===== config.mk =====
export PLATFORM = sky130hd
export DESIGN_NAME = sfp_i2c_block_reader
export DESIGN_NICKNAME = d
export VERILOG_FILES = /design/src/rtl/sfp_i2c_block_reader_pkg.sv /design/src/rtl/sfp_i2c_block_reader_rd_watchdog.sv /design/src/rtl/sfp_i2c_block_reader.sv
export SDC_FILE = /design/constraint.sdc
export NUM_CORES = 1
export LEC_CHECK = 0
export ABC_AREA = 1
export BUFFER_PORTS_ARGS = -buffer_cell sky130_fd_sc_hd__clkbuf_2
export CAP_MARGIN = 40
export CORE_MARGIN = 2
export CORE_UTILIZATION = 45
export DETAILED_ROUTE_END_ITERATION = 10
export PLACE_DENSITY = 0.66
export SYNTH_ARGS = -nofsm -noshare
export SYNTH_HDL_FRONTEND = slang
export SYNTH_SLANG_ARGS = --single-unit

===== constraint.sdc =====
create_clock -name clk -period 1.75 [get_ports clk]
set_input_delay 0.0875 -clock clk [delete_from_list [all_inputs] [get_ports clk]]
set_output_delay 0.0875 -clock clk [all_outputs]
set_load 0.02 [all_outputs]

===== src/rtl/sfp_i2c_block_reader_pkg.sv =====
// Shared definitions for the SFP EEPROM block reader: one-hot state layout,
// block size and default device/offset/watchdog settings.
package sfp_i2c_block_reader_pkg;

    localparam int IDX_IDLE   = 0;
    localparam int IDX_REQ    = 1;
    localparam int IDX_WAIT   = 2;
    localparam int IDX_STORE  = 3;
    localparam int IDX_NEXT   = 4;
    localparam int IDX_DONE   = 5;
    localparam int IDX_ERROR  = 6;
    localparam int NUM_STATES = 7;

    localparam int NUM_BYTES = 16;

    localparam logic [6:0]  DEFAULT_DEV_ADDR       = 7'h50;
    localparam logic [7:0]  DEFAULT_START_OFFSET   = 8'd20;
    localparam logic [23:0] DEFAULT_TIMEOUT_CYCLES = 24'd1250000;

    typedef enum logic [NUM_STATES-1:0] {
        ST_IDLE  = 7'b000_0001,
        ST_REQ   = 7'b000_0010,
        ST_WAIT  = 7'b000_0100,
        ST_STORE = 7'b000_1000,
        ST_NEXT  = 7'b001_0000,
        ST_DONE  = 7'b010_0000,
        ST_ERROR = 7'b100_0000
    } state_e;

endpackage


===== src/rtl/sfp_i2c_block_reader_rd_watchdog.sv =====
// Per-byte watchdog for the SFP block reader. Reloads when a byte request
// starts, counts down while the byte is outstanding and flags expiry at zero.
module sfp_rd_watchdog
    import sfp_i2c_block_reader_pkg::*;
#(
    parameter logic [23:0] TIMEOUT_CYCLES = DEFAULT_TIMEOUT_CYCLES
) (
    input  logic clk,
    input  logic reset,
    input  logic load_i,
    input  logic run_i,
    output logic expired_o
);

    logic [23:0] count_q, count_d;

    // Reload on a new request, otherwise count down while a byte is in flight.
    always_comb begin
        count_d = count_q;
        if (load_i) begin
            count_d = TIMEOUT_CYCLES;
        end else if (run_i && (count_q != 24'd0)) begin
            count_d = count_q - 24'd1;
        end
    end

    // Counter register.
    always_ff @(posedge clk) begin
        if (reset) begin
            count_q <= '0;
        end else begin
            count_q <= count_d;
        end
    end

    assign expired_o = run_i && (count_q == 24'd0);

endmodule


===== src/rtl/sfp_i2c_block_reader.sv =====
// Reads a 16-byte block from the SFP EEPROM one byte at a time through a
// byte-level I2C master and presents it as a 128-bit word (first byte in the
// MSBs). Defining SFP_RD_TIMEOUT_EN adds a per-byte watchdog that aborts a
// stalled byte into the error path.
module sfp_i2c_block_reader
    import sfp_i2c_block_reader_pkg::*;
#(
    parameter logic [6:0]  DEV_ADDR       = DEFAULT_DEV_ADDR,
    parameter logic [7:0]  START_OFFSET   = DEFAULT_START_OFFSET,
    parameter logic [23:0] TIMEOUT_CYCLES = DEFAULT_TIMEOUT_CYCLES
) (
    input  logic         clk,
    input  logic         reset,
    input  logic         start_read_sfp,
    output logic         i2c_lines_busy,
    output logic         rd_req,
    output logic [6:0]   rd_dev_addr,
    output logic [7:0]   rd_reg_addr,
    input  logic         rd_ack,
    input  logic         rd_done,
    input  logic [7:0]   rd_data,
    input  logic         rd_nack,
    output logic [127:0] i2c_reg_sfp_dat,
    output logic         i2c_reg_sfp_valid,
    output logic         i2c_error
);

    state_e         state_q, state_d;
    logic [3:0]     byteCnt_q, byteCnt_d;
    logic [127:0]   shadow_q, shadow_d;
    logic [127:0]   blockDat_q, blockDat_d;
    logic [7:0]     regAddr_q, regAddr_d;
    logic           rdReq_q, rdReq_d;
    logic           busy_q, busy_d;
    logic           valid_q, valid_d;
    logic           error_q, error_d;
    logic           timeoutHit;

`ifdef SFP_RD_TIMEOUT_EN
    logic wdLoad;
    logic wdRun;

    assign wdLoad = state_d[IDX_REQ] & ~state_q[IDX_REQ];
    assign wdRun  = state_q[IDX_REQ] | state_q[IDX_WAIT];

    sfp_rd_watchdog #(
        .TIMEOUT_CYCLES(TIMEOUT_CYCLES)
    ) uWatchdog (
        .clk      (clk),
        .reset    (reset),
        .load_i   (wdLoad),
        .run_i    (wdRun),
        .expired_o(timeoutHit)
    );
`else
    logic unusedTimeoutCfg;
    assign unusedTimeoutCfg = ^TIMEOUT_CYCLES;
    assign timeoutHit       = 1'b0;
`endif

    // State register.
    always_ff @(posedge clk) begin
        if (reset) begin
            state_q <= ST_IDLE;
        end else begin
            state_q <= state_d;
        end
    end

    // Next-state logic; a timeout beats ack/done and a NACK beats a done.
    always_comb begin
        state_d = state_q;
        case (1'b1)
            state_q[IDX_IDLE]:  if (start_read_sfp) state_d = ST_REQ;
            state_q[IDX_REQ]: begin
                if (timeoutHit)  state_d = ST_ERROR;
                else if (rd_ack) state_d = ST_WAIT;
            end
            state_q[IDX_WAIT]: begin
                if (timeoutHit || rd_nack) state_d = ST_ERROR;
                else if (rd_done)          state_d = ST_STORE;
            end
            state_q[IDX_STORE]: state_d = ST_NEXT;
            state_q[IDX_NEXT]: begin
                if (byteCnt_q < 4'(NUM_BYTES - 1)) state_d = ST_REQ;
                else                               state_d = ST_DONE;
            end
            state_q[IDX_DONE]:  state_d = ST_IDLE;
            state_q[IDX_ERROR]: state_d = ST_IDLE;
            default:            state_d = ST_IDLE;
        endcase
    end

    // Output and datapath decode from the next state so every output is registered.
    always_comb begin
        byteCnt_d  = byteCnt_q;
        shadow_d   = shadow_q;
        blockDat_d = blockDat_q;
        if (state_q[IDX_STORE]) begin
            shadow_d[7'd127 - {byteCnt_q, 3'b000} -: 8] = rd_data;
        end
        if (state_d[IDX_IDLE]) begin
            byteCnt_d = '0;
        end else if (state_q[IDX_NEXT] && state_d[IDX_REQ]) begin
            byteCnt_d = byteCnt_q + 4'd1;
        end
        if (state_d[IDX_DONE]) begin
            blockDat_d = shadow_q;
        end
        rdReq_d   = state_d[IDX_REQ];
        busy_d    = ~state_d[IDX_IDLE];
        valid_d   = state_d[IDX_DONE];
        error_d   = state_d[IDX_ERROR];
        regAddr_d = START_OFFSET + {4'd0, byteCnt_d};
    end

    // Output and datapath registers.
    always_ff @(posedge clk) begin
        if (reset) begin
            byteCnt_q  <= '0;
            shadow_q   <= '0;
            blockDat_q <= '0;
            regAddr_q  <= '0;
            rdReq_q    <= 1'b0;
            busy_q     <= 1'b0;
            valid_q    <= 1'b0;
            error_q    <= 1'b0;
        end else begin
            byteCnt_q  <= byteCnt_d;
            shadow_q   <= shadow_d;
            blockDat_q <= blockDat_d;
            regAddr_q  <= regAddr_d;
            rdReq_q    <= rdReq_d;
            busy_q     <= busy_d;
            valid_q    <= valid_d;
            error_q    <= error_d;
        end
    end

    assign i2c_lines_busy    = busy_q;
    assign rd_req            = rdReq_q;
    assign rd_dev_addr       = DEV_ADDR;
    assign rd_reg_addr       = regAddr_q;
    assign i2c_reg_sfp_dat   = blockDat_q;
    assign i2c_reg_sfp_valid = valid_q;
    assign i2c_error         = error_q;

endmodule

==> summary.txt <==
Worst setup path
  – Crit Path Class: flip-flop to flip-flop
  – Critical path's most frequent cell: nand2_1
  – Worst Path Required: between 2 and 2.5 ns
  – CP Cell Sequence: ha_4 -> nand3_4 -> nor3_2 -> nand3b_4 -> buf_12 -> buf_4 -> clkbuf_16 -> nand2_1 -> nand2_1 -> nor2_1
  – Worst setup EP type: flip-flop
  – Crit path max-delay family: simple AND/OR/NAND/NOR gates
  – Worst path arrival time: ~2.1 ns
  – CP max stage delay: around 0.37 ns
  – Critical-path top delay cell: dfxtp_4
  – CP bufs+invs: 3
  – Startpoint Class: flip-flop
  – CP Max Fanout: 10

CTS
  – Clock-pin slew on the worst setup and hold paths: ~0.060 ns
  – Clock sinks: 272
  – Clk buf depth: 3
  – Skew-Pair Late Insertion Delay: 0.54 ns
  – CTS Buf Count: 28
  – H-tree level count: 1
  – CTS tree: yes
  – Clk root buf: clkbuf_16

Routing
  – Routed Antenna Nets: 0
  – DR vias/cell: 4.78
  – Drc violations: 0
  – Initial DRT Pass Iterations: 5
  – Wire per inst: around 14 um
  – Final WL: ~29000 um
  – 1st-iter DRT viols: just over 700
  – DR vias: between 9000 and 10000

Yosys
  – Top cell type's share of synthesized area: between 50% and 60%
  – #FFs+latches synth: 272
  – Area fraction in compound gates after synthesis: 12.6%
  – Register area share after synthesis: 51.3%
  – Mux cell area share after synthesis: 0%
  – Syn Inst Count: approximately 1400
  – Number of enable flip-flop cells after synthesis: 0
  – Mapped Avg Cell Area: between 7 and 8 sq um
  – Post-synthesis async set-or-reset flop share: 0%
  – Mapped cell area: approximately 0.011 sq mm
  – Dominant synthesized flop cell: dfxtp_1
  – Post-Synth XOR/XNOR Area: less than 1%
  – Largest family of logic cells by synthesized area: simple AND/OR/NAND/NOR gates
  – Most frequent cells after synthesis: nand2_1 (296), nor2_1 (289), dfxtp_1 (272)
  – Syn. warnings: 0
  – Synth cell types: 26
  – Top-count cell post-synth: nand2_1
  – Area leader, netlist: dfxtp_1
  – Area share of and/or/nand/nor cells after synthesis: 22.9%
  – Synth Area in Adders: less than 1%
  – Ranking of synthesized cells by area: dfxtp_1 (51%), nand2_1 (10%), nor2_1 (10%)

Placed design
  – Final HPWL DP: approximately 19000 um
  – DP Cell Count: between 1500 and 2000
  – Port bufs: roughly 150
  – RD Place Congestion: 0.907

Flow run
  – Max-Cap Viols: 0

Timing
  – Final Max Tran Viols: 0
  – Final setup fails: 0
  – Hold_ws: 0.0144 ns
  – Max Freq: approximately 0.6 GHz
  – Min Tclk post-route: 1.70 ns
  – Setup TNS: 0 ns
  – Tcrit/Tclk final: approximately 97%
  – Clk_skew: between 0.015 and 0.02 ns
  – Hold Vio Cnt, Final: 0

Global routing
  – Global route overflow: 0
  – Gr usage total: ~22%
  – Top Usage Layer GRT: met2
  – GR Util met2: 35.2%
  – Largest net degree at the start of global routing: about 110
  – Initial antenna violation count: 0
  – Met3 GRT Util: 4.02%
  – Vias in the first global route: 8638
  – First-pass GRT wire length: between 40000 and 50000 um
  – GRT met1 Usage: just under 30%

Floorplanning
  – Starting Density: a little under half
  – Die area: roughly 0.025 sq mm
  – Die H: around 160 um
  – FP Rows: 56
  – Core Region: 0.0233 sq mm
  – Io pins: approximately 160
  – DIE WIDTH: about 160 um

Finish
  – Register area: between 0.005 and 0.006 sq mm
  – Nets: 1676
  – Layout Cells excl Fill: around 2000
  – # diodes: 0
  – Fill cells: about 2200
  – Area Growth Syn to Fin: 26.9%
  – Share of post-route cells with drive strength above 1: 19.2%
  – Fin util: between 50% and 60%
  – Multi-input logic area: between 0.004 and 0.005 sq mm

Min path
  – Hold Crit Class: input port to flip-flop

Power and ir drop
  – Leakage: 5.66 nW
  – Max VDD drop: ~0.00070 V
  – Power per cell area: roughly 950 mW/mm^2

Outcome
  – Status: complete, no violations
==> cells in the final DEF, fill, tap and decap left out, drive strengths merged, types with 5 or more instances in the layout <==
master       synthesis  routed
nor2               293     293
clkbuf              30     201
dfxtp              272     272
nand4                5       5
ha                   8       8
a21oi              136     136
dlygate4sd3          0      14
inv                185     188
conb                 2       9
o21ai              130     130
nand2              296     296
nor3                20      20
nand3                8       8
buf                 55      84
==> final timing paths <==
| kind | slack [ns] | from | depth (start not counted) | to |
|---|---|---|---|---|
| setup reg to reg | 0.05 | byteCnt_q[0] | 10 | i2c_reg_sfp_dat[52] |
| hold reg to reg | 0.45 | shadow_q[69] | 2 | shadow_q[69] |
| hold / removal | 0.01 | start_read_sfp | 5 | state_q[2] |
| setup / recovery | 0.05 | byteCnt_q[0] | 10 | i2c_reg_sfp_dat[52] |
==> tightest hold or removal path, delay by kind of cell <==
kind                   cells  cell delay, ns
AND/OR/NAND/NOR            2            0.19
buffers and inverters      2            0.16
AO/OA/AOI/OAI              1            0.07
==> cell families after synthesis <==
group	count (synthesis)
AND/OR/NAND/NOR	624
flip-flops	272
adder cells (fa/ha/maj)	8
buffers and inverters	274
AO/OA/AOI/OAI	267
other	2
XOR/XNOR	1
==> area by class of cell <==
cell class                 instances  area share, %
clock buffer                      45           6.65
sequential                       272           40.5
inverter                         189           5.35
timing repair buffer             254           14.2
tap                              319           2.96
clock inverter                     6          0.641
multi-input combinational        909           29.7
==> sequential cells by signal, indices dropped and copies added, names as in the netlist <==
register	count
i2c_reg_sfp_dat	128
byteCnt_q	4
i2c_lines_busy	1
rd_reg_addr	4
state_q	7
shadow_q	128
==> power breakdown <==
part / internal (mW) / leakage, nW / switching [mW]
Sequential: 6.20 / 2.19 / 0.0103
Combinational: 0.150 / 2.98 / 0.289
Clock: 3.78 / 0.488 / 2.42
==> through the flow <==
stage	total power, mW	setup slack [ns]	area, sq um
after global routing	13.2	-0.0332	13500
after global placement	6.74	-0.0218	11900
after floorplan	6.61	0.0268	10600
after CTS	12.9	-0.0467	13000
after detailed placement	6.74	-0.0602	11900
final	12.8	0.0525	13500
==> what timing repair did <==
action                                  4_1_cts  5_1_grt
resized for setup                             4       48
hold endpoints to repair                     36        0
pin swaps                                     0        9
gates cloned                                  1        7
buffers inserted                              1       11
hold buffers                                 14        0
endpoints found under the setup margin       39      214
==> per-layer routing <==
layer / share of wire [%] / up-vias
met3: 6.5 / 50
met2: 46 / 281
met1: 45 / 4342
met5: 0 / -
met4: 2.1 / 0
li1: - / 4857
No activity file was read; power rests on OpenSTA's default activity.
